===== src/rtl/cs_window_buffer.sv =====
// cs_window_buffer
// Upstream stage of the CS computational core. Collects a serial stream of
// unsigned samples into a sliding window of the last DEPTH samples, keeps an
// exact running sum, and hands each complete window to the core over a
// valid/ready handshake together with a window index.
//
// Ports:
//   clk        clock, rising-edge active
//   reset      asynchronous, active-high reset
//   flush      synchronous clear of window, sum and fill count (index kept)
//   in_valid   in_data holds a sample
//   in_data    sample value, unsigned, DW bits
//   in_ready   a sample can be accepted this cycle
//   win_valid  win_data / win_sum / win_idx hold a complete window
//   win_ready  consumer takes the window this cycle
//   win_data   window contents; slice k is the k-th oldest, slice DEPTH-1 newest
//   win_sum    exact unsigned sum of all DEPTH slots
//   win_idx    count of windows emitted before this one, mod 2^16
//   win_min    (CS_WINDOW_MINMAX_EN only) minimum sample of the window
//   win_max    (CS_WINDOW_MINMAX_EN only) maximum sample of the window
//
// Optional feature macro: CS_WINDOW_MINMAX_EN adds the win_min/win_max outputs.
module cs_window_buffer #(
  parameter int DW    = 8,
  parameter int DEPTH = 9,
  parameter int SUMW  = 12
) (
  input  logic                clk,
  input  logic                reset,
  input  logic                flush,
  input  logic                in_valid,
  input  logic [DW-1:0]       in_data,
  output logic                in_ready,
  output logic                win_valid,
  input  logic                win_ready,
  output logic [DEPTH*DW-1:0] win_data,
  output logic [SUMW-1:0]     win_sum,
`ifdef CS_WINDOW_MINMAX_EN
  output logic [DW-1:0]       win_min,
  output logic [DW-1:0]       win_max,
`endif
  output logic [15:0]         win_idx
);

  localparam int FW = $clog2(DEPTH + 1);
  localparam logic [FW-1:0] FILL_FULL = FW'(DEPTH);

  // Fill count saturates at DEPTH: once full, every accept replaces the oldest.
  function automatic logic [FW-1:0] fill_sat_inc(input logic [FW-1:0] f);
    return (f == FILL_FULL) ? FILL_FULL : f + FW'(1);
  endfunction

  // Add and subtract in one expression so the sum never overflows mid-update.
  function automatic logic [SUMW-1:0] sum_update(input logic [SUMW-1:0] s,
                                                 input logic [DW-1:0]   add,
                                                 input logic [DW-1:0]   sub,
                                                 input logic            full);
    logic [SUMW-1:0] sub_ext;
    sub_ext = full ? SUMW'(sub) : '0;
    return s + SUMW'(add) - sub_ext;
  endfunction

  logic [DW-1:0]   slot [DEPTH];
  logic [DW-1:0]   win_nxt [DEPTH];
  logic [FW-1:0]   fill;
  logic [FW-1:0]   fill_nxt;
  logic [SUMW-1:0] sum_nxt;
  logic            accept;
  logic            consume;
  logic            full;

  assign in_ready = !win_valid || win_ready;
  assign accept   = in_valid && in_ready;
  assign consume  = win_valid && win_ready;
  assign full     = (fill == FILL_FULL);
  assign fill_nxt = fill_sat_inc(fill);
  assign sum_nxt  = sum_update(win_sum, in_data, slot[0], full);

  // Window as it will look after an accept this cycle.
  always_comb begin
    for (int k = 0; k < DEPTH - 1; k++) begin
      win_nxt[k] = slot[k + 1];
    end
    win_nxt[DEPTH-1] = in_data;
  end

  for (genvar g = 0; g < DEPTH; g++) begin : g_pack
    assign win_data[g*DW +: DW] = slot[g];
  end

  always_ff @(posedge clk or posedge reset) begin
    if (reset) begin
      for (int k = 0; k < DEPTH; k++) slot[k] <= '0;
      win_sum   <= '0;
      fill      <= '0;
      win_valid <= 1'b0;
      win_idx   <= '0;
    end else if (flush) begin
      // Flush wins over a coincident accept and consume; the index is kept.
      for (int k = 0; k < DEPTH; k++) slot[k] <= '0;
      win_sum   <= '0;
      fill      <= '0;
      win_valid <= 1'b0;
    end else begin
      if (consume) win_idx <= win_idx + 16'd1;
      if (accept) begin
        for (int k = 0; k < DEPTH; k++) slot[k] <= win_nxt[k];
        win_sum   <= sum_nxt;
        fill      <= fill_nxt;
        // An accept can only happen with the old window gone or being taken,
        // so valid simply tracks whether the new window is complete.
        win_valid <= (fill_nxt == FILL_FULL);
      end else if (consume) begin
        win_valid <= 1'b0;
      end
    end
  end

`ifdef CS_WINDOW_MINMAX_EN
  logic [DW-1:0] min_nxt;
  logic [DW-1:0] max_nxt;

  always_comb begin
    min_nxt = win_nxt[0];
    max_nxt = win_nxt[0];
    for (int k = 1; k < DEPTH; k++) begin
      if (win_nxt[k] < min_nxt) min_nxt = win_nxt[k];
      if (win_nxt[k] > max_nxt) max_nxt = win_nxt[k];
    end
  end

  always_ff @(posedge clk or posedge reset) begin
    if (reset) begin
      win_min <= '0;
      win_max <= '0;
    end else if (flush) begin
      win_min <= '0;
      win_max <= '0;
    end else if (accept) begin
      win_min <= min_nxt;
      win_max <= max_nxt;
    end
  end
`endif

endmodule


===== config.mk =====
export PLATFORM = sky130hd
export DESIGN_NAME = cs_window_buffer
export DESIGN_NICKNAME = d
export VERILOG_FILES = /design/src/rtl/cs_window_buffer.sv
export SDC_FILE = /design/constraint.sdc
export NUM_CORES = 1
export LEC_CHECK = 0
export ABC_AREA = 1
export CORE_UTILIZATION = 40
export CTS_CLUSTER_SIZE = 16
export DETAILED_ROUTE_END_ITERATION = 10
export PLACE_DENSITY = 0.66
export SLEW_MARGIN = 20
export SYNTH_ARGS = -nofsm -noshare
export SYNTH_HDL_FRONTEND = slang
export SYNTH_SLANG_ARGS = --single-unit

===== constraint.sdc =====
create_clock -name clk -period 5.7 [get_ports clk]
set_input_delay 0.57 -clock clk [delete_from_list [all_inputs] [get_ports clk]]
set_output_delay 0.57 -clock clk [all_outputs]
set_load 0.03 [all_outputs]

# Yosys cells after proc, flatten, opt, wreduce, memory -nomap -nowiden
# Cells that the tools add are included.
# W data, S select, Z words.
# totals
input_bits	13
output_inout_bits	102
ff_bits	105
# classes
n_mux	11
n_reduce_logical	7
n_addsub	4
n_eq_ne	2
bitwise	1
# op_table
cell	count
$mux W72	2
$mux W12	2
$add A16 B1 Y16 const B	1
$add A12 B8 Y12	1
$mux W4	3
$sub A12 B8 Y12	1
$eq A4 B4 Y1 const B	2
$mux W8	1
$add A4 B1 Y4 const B	1
$mux W1	3
$reduce_bool A3 Y1	1
$logic_and A1 B1 Y1	2
$reduce_and A2 Y1	1
$reduce_bool A2 Y1	1
$logic_not A1 Y1	1
$logic_or A1 B1 Y1	1
$not A1 Y1	1

# Logic depth before layout (Yosys ltp)
# depth
ltp_word	5
ltp_mapped	18
ltp_nobuf	18

# Worst setup path after synthesis
# No wires, ideal clock.
# synth_path
path_kind	register to register
start	register fill[1]
end	register win_sum[8]
arrival_time_ns	2.307
path_buffers	0
stages_incl_launch_ff	16
slack_ns	3.266
period_less_slack_ns	2.434
path_cell_list	dfrtp_1 > inv_1 > nand3_1 > nor2_1 > inv_1 > nor2_1 > fa_1 > fa_1 > inv_1 > nand3_1 > nand3_1 > nand2_1 > nand2_1 > nand2_1 > nand2_1 > o21ai_0
# synth_via
elab_chain_cells	5
# synth_rtl
item	line	text
start: declaration	65	logic [FW-1:0] fill;
start signal: assignment	109	fill <= fill_nxt;
$eq A4 B4 Y1	75	assign full = (fill == FILL_FULL);
$mux W8	59	sub_ext = full ? SUMW'(sub) : '0;
$sub A12 B8 Y12	60	return s + SUMW'(add) - sub_ext;
$mux W12	106	if (accept) begin
$mux W12	98	end else if (flush) begin
end signal: assignment	108	win_sum <= sum_nxt;
end: declaration	37	output logic [SUMW-1:0] win_sum,
# No other way between the ends. The select of a mux whose other input is x is not followed.
# A chain may end at the register's enable or synchronous reset.

# Worst setup path in the final report
# layout_path
start	register fill[1]
end	register win_sum[6]
# Same word-level chain as after synthesis.

==> impl_metrics.json <==
{
  "drive_above_1_share": 0.0565,
  "tightest_slew_ns": 0.799,
  "max-vdd-ir-drop_v": 0.000234,
  "regToRegStartpoint": "fill[1]",
  "routed_wl_mm": 11.7,
  "die_area_sq_um": 13100,
  "min_period_ns": 2.86,
  "antenna_cells": 0,
  "start_util": 0.415,
  "synth_top_area_share": 0.520,
  "synth_edf_count": 0,
  "clk_pin_slew_worst_paths_ns": 0.07,
  "critPathMaxStageDelay_ns": 0.48,
  "hpwl_mm": 8.42,
  "grt_pass1_wl_mm": 19.5,
  "synth_top_area_cell": "dfrtp_1",
  "maxCapViolCount": 0,
  "cp_data_arrival_time_ns": 3.06,
  "cts_max_level": 3,
  "leakage_nw": 2.97,
  "vias_per_cell": 4.75,
  "place_congestion": 0.831,
  "finClkSkew_ns": 0.00494,
  "hold_path.class": "flip-flop to flip-flop",
  "synthSimpleGateAreaFrac": 0.144,
  "numCtsBuffers": 9,
  "first_pass_iters": 5,
  "cts_tree": "done",
  "synth_compound_area_frac": 0.111,
  "grt.total_usage": 0.191,
  "clock-sinks": 105,
  "ys_async_sr_fraction": 1.00,
  "syn-num-nets": 590,
  "syn_to_final_growth_pct": 30.1,
  "final_nets": 701,
  "io_buffers": 114,
  "r2r_slack_ns": 2.84,
  "crit_path_frequent_cell": "nand2_1",
  "status": "completed",
  "yosys_warnings": 0,
  "hp-start": "win_idx[13]",
  "finalCritPeriodShare": 0.502,
  "grt_pass1_vias": 3894,
  "grt_overflow_total": 0,
  "postRouteAntennaNets": 0,
  "wl_per_cell_microns": 14.0,
  "synth_top_family_by_area": "simple AND/OR/NAND/NOR gates",
  "drtIter0Drc": 248,
  "rsz0062_at_grt": "false",
  "die_w_microns": 114,
  "synth.ff_latch_count": 105,
  "critPathLaunchType": "flip-flop",
  "r2r-end": "win_sum[6]",
  "holdWs_ns": 0.507,
  "hold_depth": 1,
  "crit_slowest_cell": "fa_1",
  "setup_viol": 0,
  "finalSetupTns_ns": 0,
  "synth_area_leaders": "dfrtp_1, inv_1, o22ai_1",
  "synth_flop_cell": "dfrtp_1",
  "synth_mux_area_frac": 0,
  "avgSynthCellArea_sq_um": 9.08,
  "hold_end": "win_idx[13]",
  "clk_path_buf_depth": 2,
  "ctsResizeCount": 0,
  "ctsRootBufferMaster": "clkbuf_16",
  "maxSlewViolCount": 0,
  "crit_fanout": 8,
  "placementRows": 40,
  "synth_xor_area_frac": 0.0277,
  "slew_headroom": 0.467,
  "syn-cell-area_sq_um": 5050,
  "crit_chain": "inv_1 > nand3_1 > nor2_1 > inv_1 > nor2_1 > fa_1 > fa_1 > inv_1 > nand3_1 > nand3_1 > nand2_1 > nand2_1 > nand2_1 > nand2_1 > o22ai_1",
  "post_cts_buffers": 0,
  "timing.fmax_mhz": 349,
  "grt_max_degree": 81,
  "io_pins": 115,
  "cts_hold_buf": 0,
  "netlist-cell-type-count": 23,
  "insertion_delay_ns": 0.34,
  "yosysSeqAreaShare": 0.520,
  "die_h_microns": 114,
  "ff2ff_path_depth": 15,
  "antenna_found_initial": 0,
  "drc": 0,
  "endpoint_kind": "flip-flop",
  "power.density_nw_per_um2": 293,
  "synthCells": 556,
  "hold_viol": 0,
  "num_vias": 3992,
  "synth_fa_ha_area_frac": 0.0639,
  "required_ns": 5.89,
  "worstSetupPathType": "flip-flop to flip-flop",
  "core_sq_um": 12200
}
==> worst max path at each step <==
stage	startpoint	to	depth (start not counted)
after global routing	fill[1]	win_sum[6]	15
after global placement	in_data[2]	win_sum[7]	12
after floorplan	reset	fill[0]	1
final	fill[1]	win_sum[6]	15
after detailed placement	in_data[2]	win_sum[7]	12
after CTS	fill[1]	win_sum[6]	15
==> per-layer routing <==
metal,vias up,wire length (microns),GRT usage
met4,0,164,0.0606
li1,1978,-,-
met3,12,412,0.0344
met2,86,5600,0.301
met1,1916,5560,0.269
met5,-,0,0
==> cells by family after synthesis <==
kind of cell               Yosys count
and+or+nand+nor                    159
AOI/OAI and AO/OA                   93
buffers and inverters              162
adders and majority gates           21
xor gates and xnor gates            16
DFF                                105
==> report_power, final <==
group	switching, mW	internal (mW)
sequential	0.0319	0.778
clock	0.278	0.297
combinational	0.345	0.198
==> synthesized netlist by cell type, types with 8 or more instances <==
master   instances
buf_2            9
dfrtp_1        105
fa_1             8
ha_1            13
inv_1          141
nand2_1         86
nand3_1         21
nor2_1          28
o21ai_0         10
o22ai_1         76
xnor2_1          8
xor2_1           8
==> layout make-up <==
class | instances | area (sq um)
Clock inverter | 6 | 42.5
Inverter | 145 | 547
Timing Repair Buffer | 117 | 1160
Tap cell | 168 | 210
Sequential cell | 105 | 2630
Clock buffer | 10 | 229
Fill cell | 1102 | 5590
Multi-Input combinational cell | 289 | 1750
==> worst max-delay path: cells and delay by family, from the launching register on <==
family,cells,cell delay [ns]
fa+ha+maj,2,0.95
simple gates,9,0.92
flops,1,0.40
buf+inv,3,0.38
compound gates,1,0.07
==> placed cells by master (no fill, tap or decap) <==
| cell type | count |
|---|---|
| ha_1 | 13 |
| xnor2_1 | 8 |
| a21oi_1 | 7 |
| nor2_1 | 28 |
| clkinv_4 | 1 |
| o21ai_0 | 10 |
| nand2_2 | 4 |
| nor2_2 | 2 |
| buf_4 | 3 |
| clkdlybuf4s50_1 | 114 |
| inv_2 | 4 |
| nand4_1 | 7 |
| nand3b_1 | 1 |
| clkinv_2 | 2 |
| dfrtp_1 | 105 |
| clkinvlp_4 | 2 |
| o22ai_1 | 76 |
| clkbuf_16 | 9 |
| nand2_1 | 86 |
| nor3_1 | 1 |
| inv_1 | 140 |
| nand3_1 | 21 |
| nand2_4 | 2 |
| clkbuf_1 | 1 |
| inv_4 | 1 |
| xor2_1 | 8 |
| fa_1 | 8 |
| inv_6 | 1 |
| nor2_4 | 7 |
==> flip-flops by register name (all words and copies together) (netlist names) <==
signal / cells
win_idx: 16
win_data: 72
win_sum: 12
fill: 4
win_valid: 1
==> stage by stage <==
stage	setup WS, ns	instance area [sq um]	utilization	power, mW	std cells
5_1_grt	2.57	6570	0.540	2.05	840
2_1_floorplan	2.37	5050	-	1.21	556
4_1_cts	2.84	6570	0.540	1.95	840
6_report	2.84	6570	0.540	1.93	840
3_3_place_gp	2.84	6300	0.518	1.36	824
3_5_place_dp	2.81	6300	0.518	1.36	824
No activity file was read; power rests on OpenSTA's default activity.
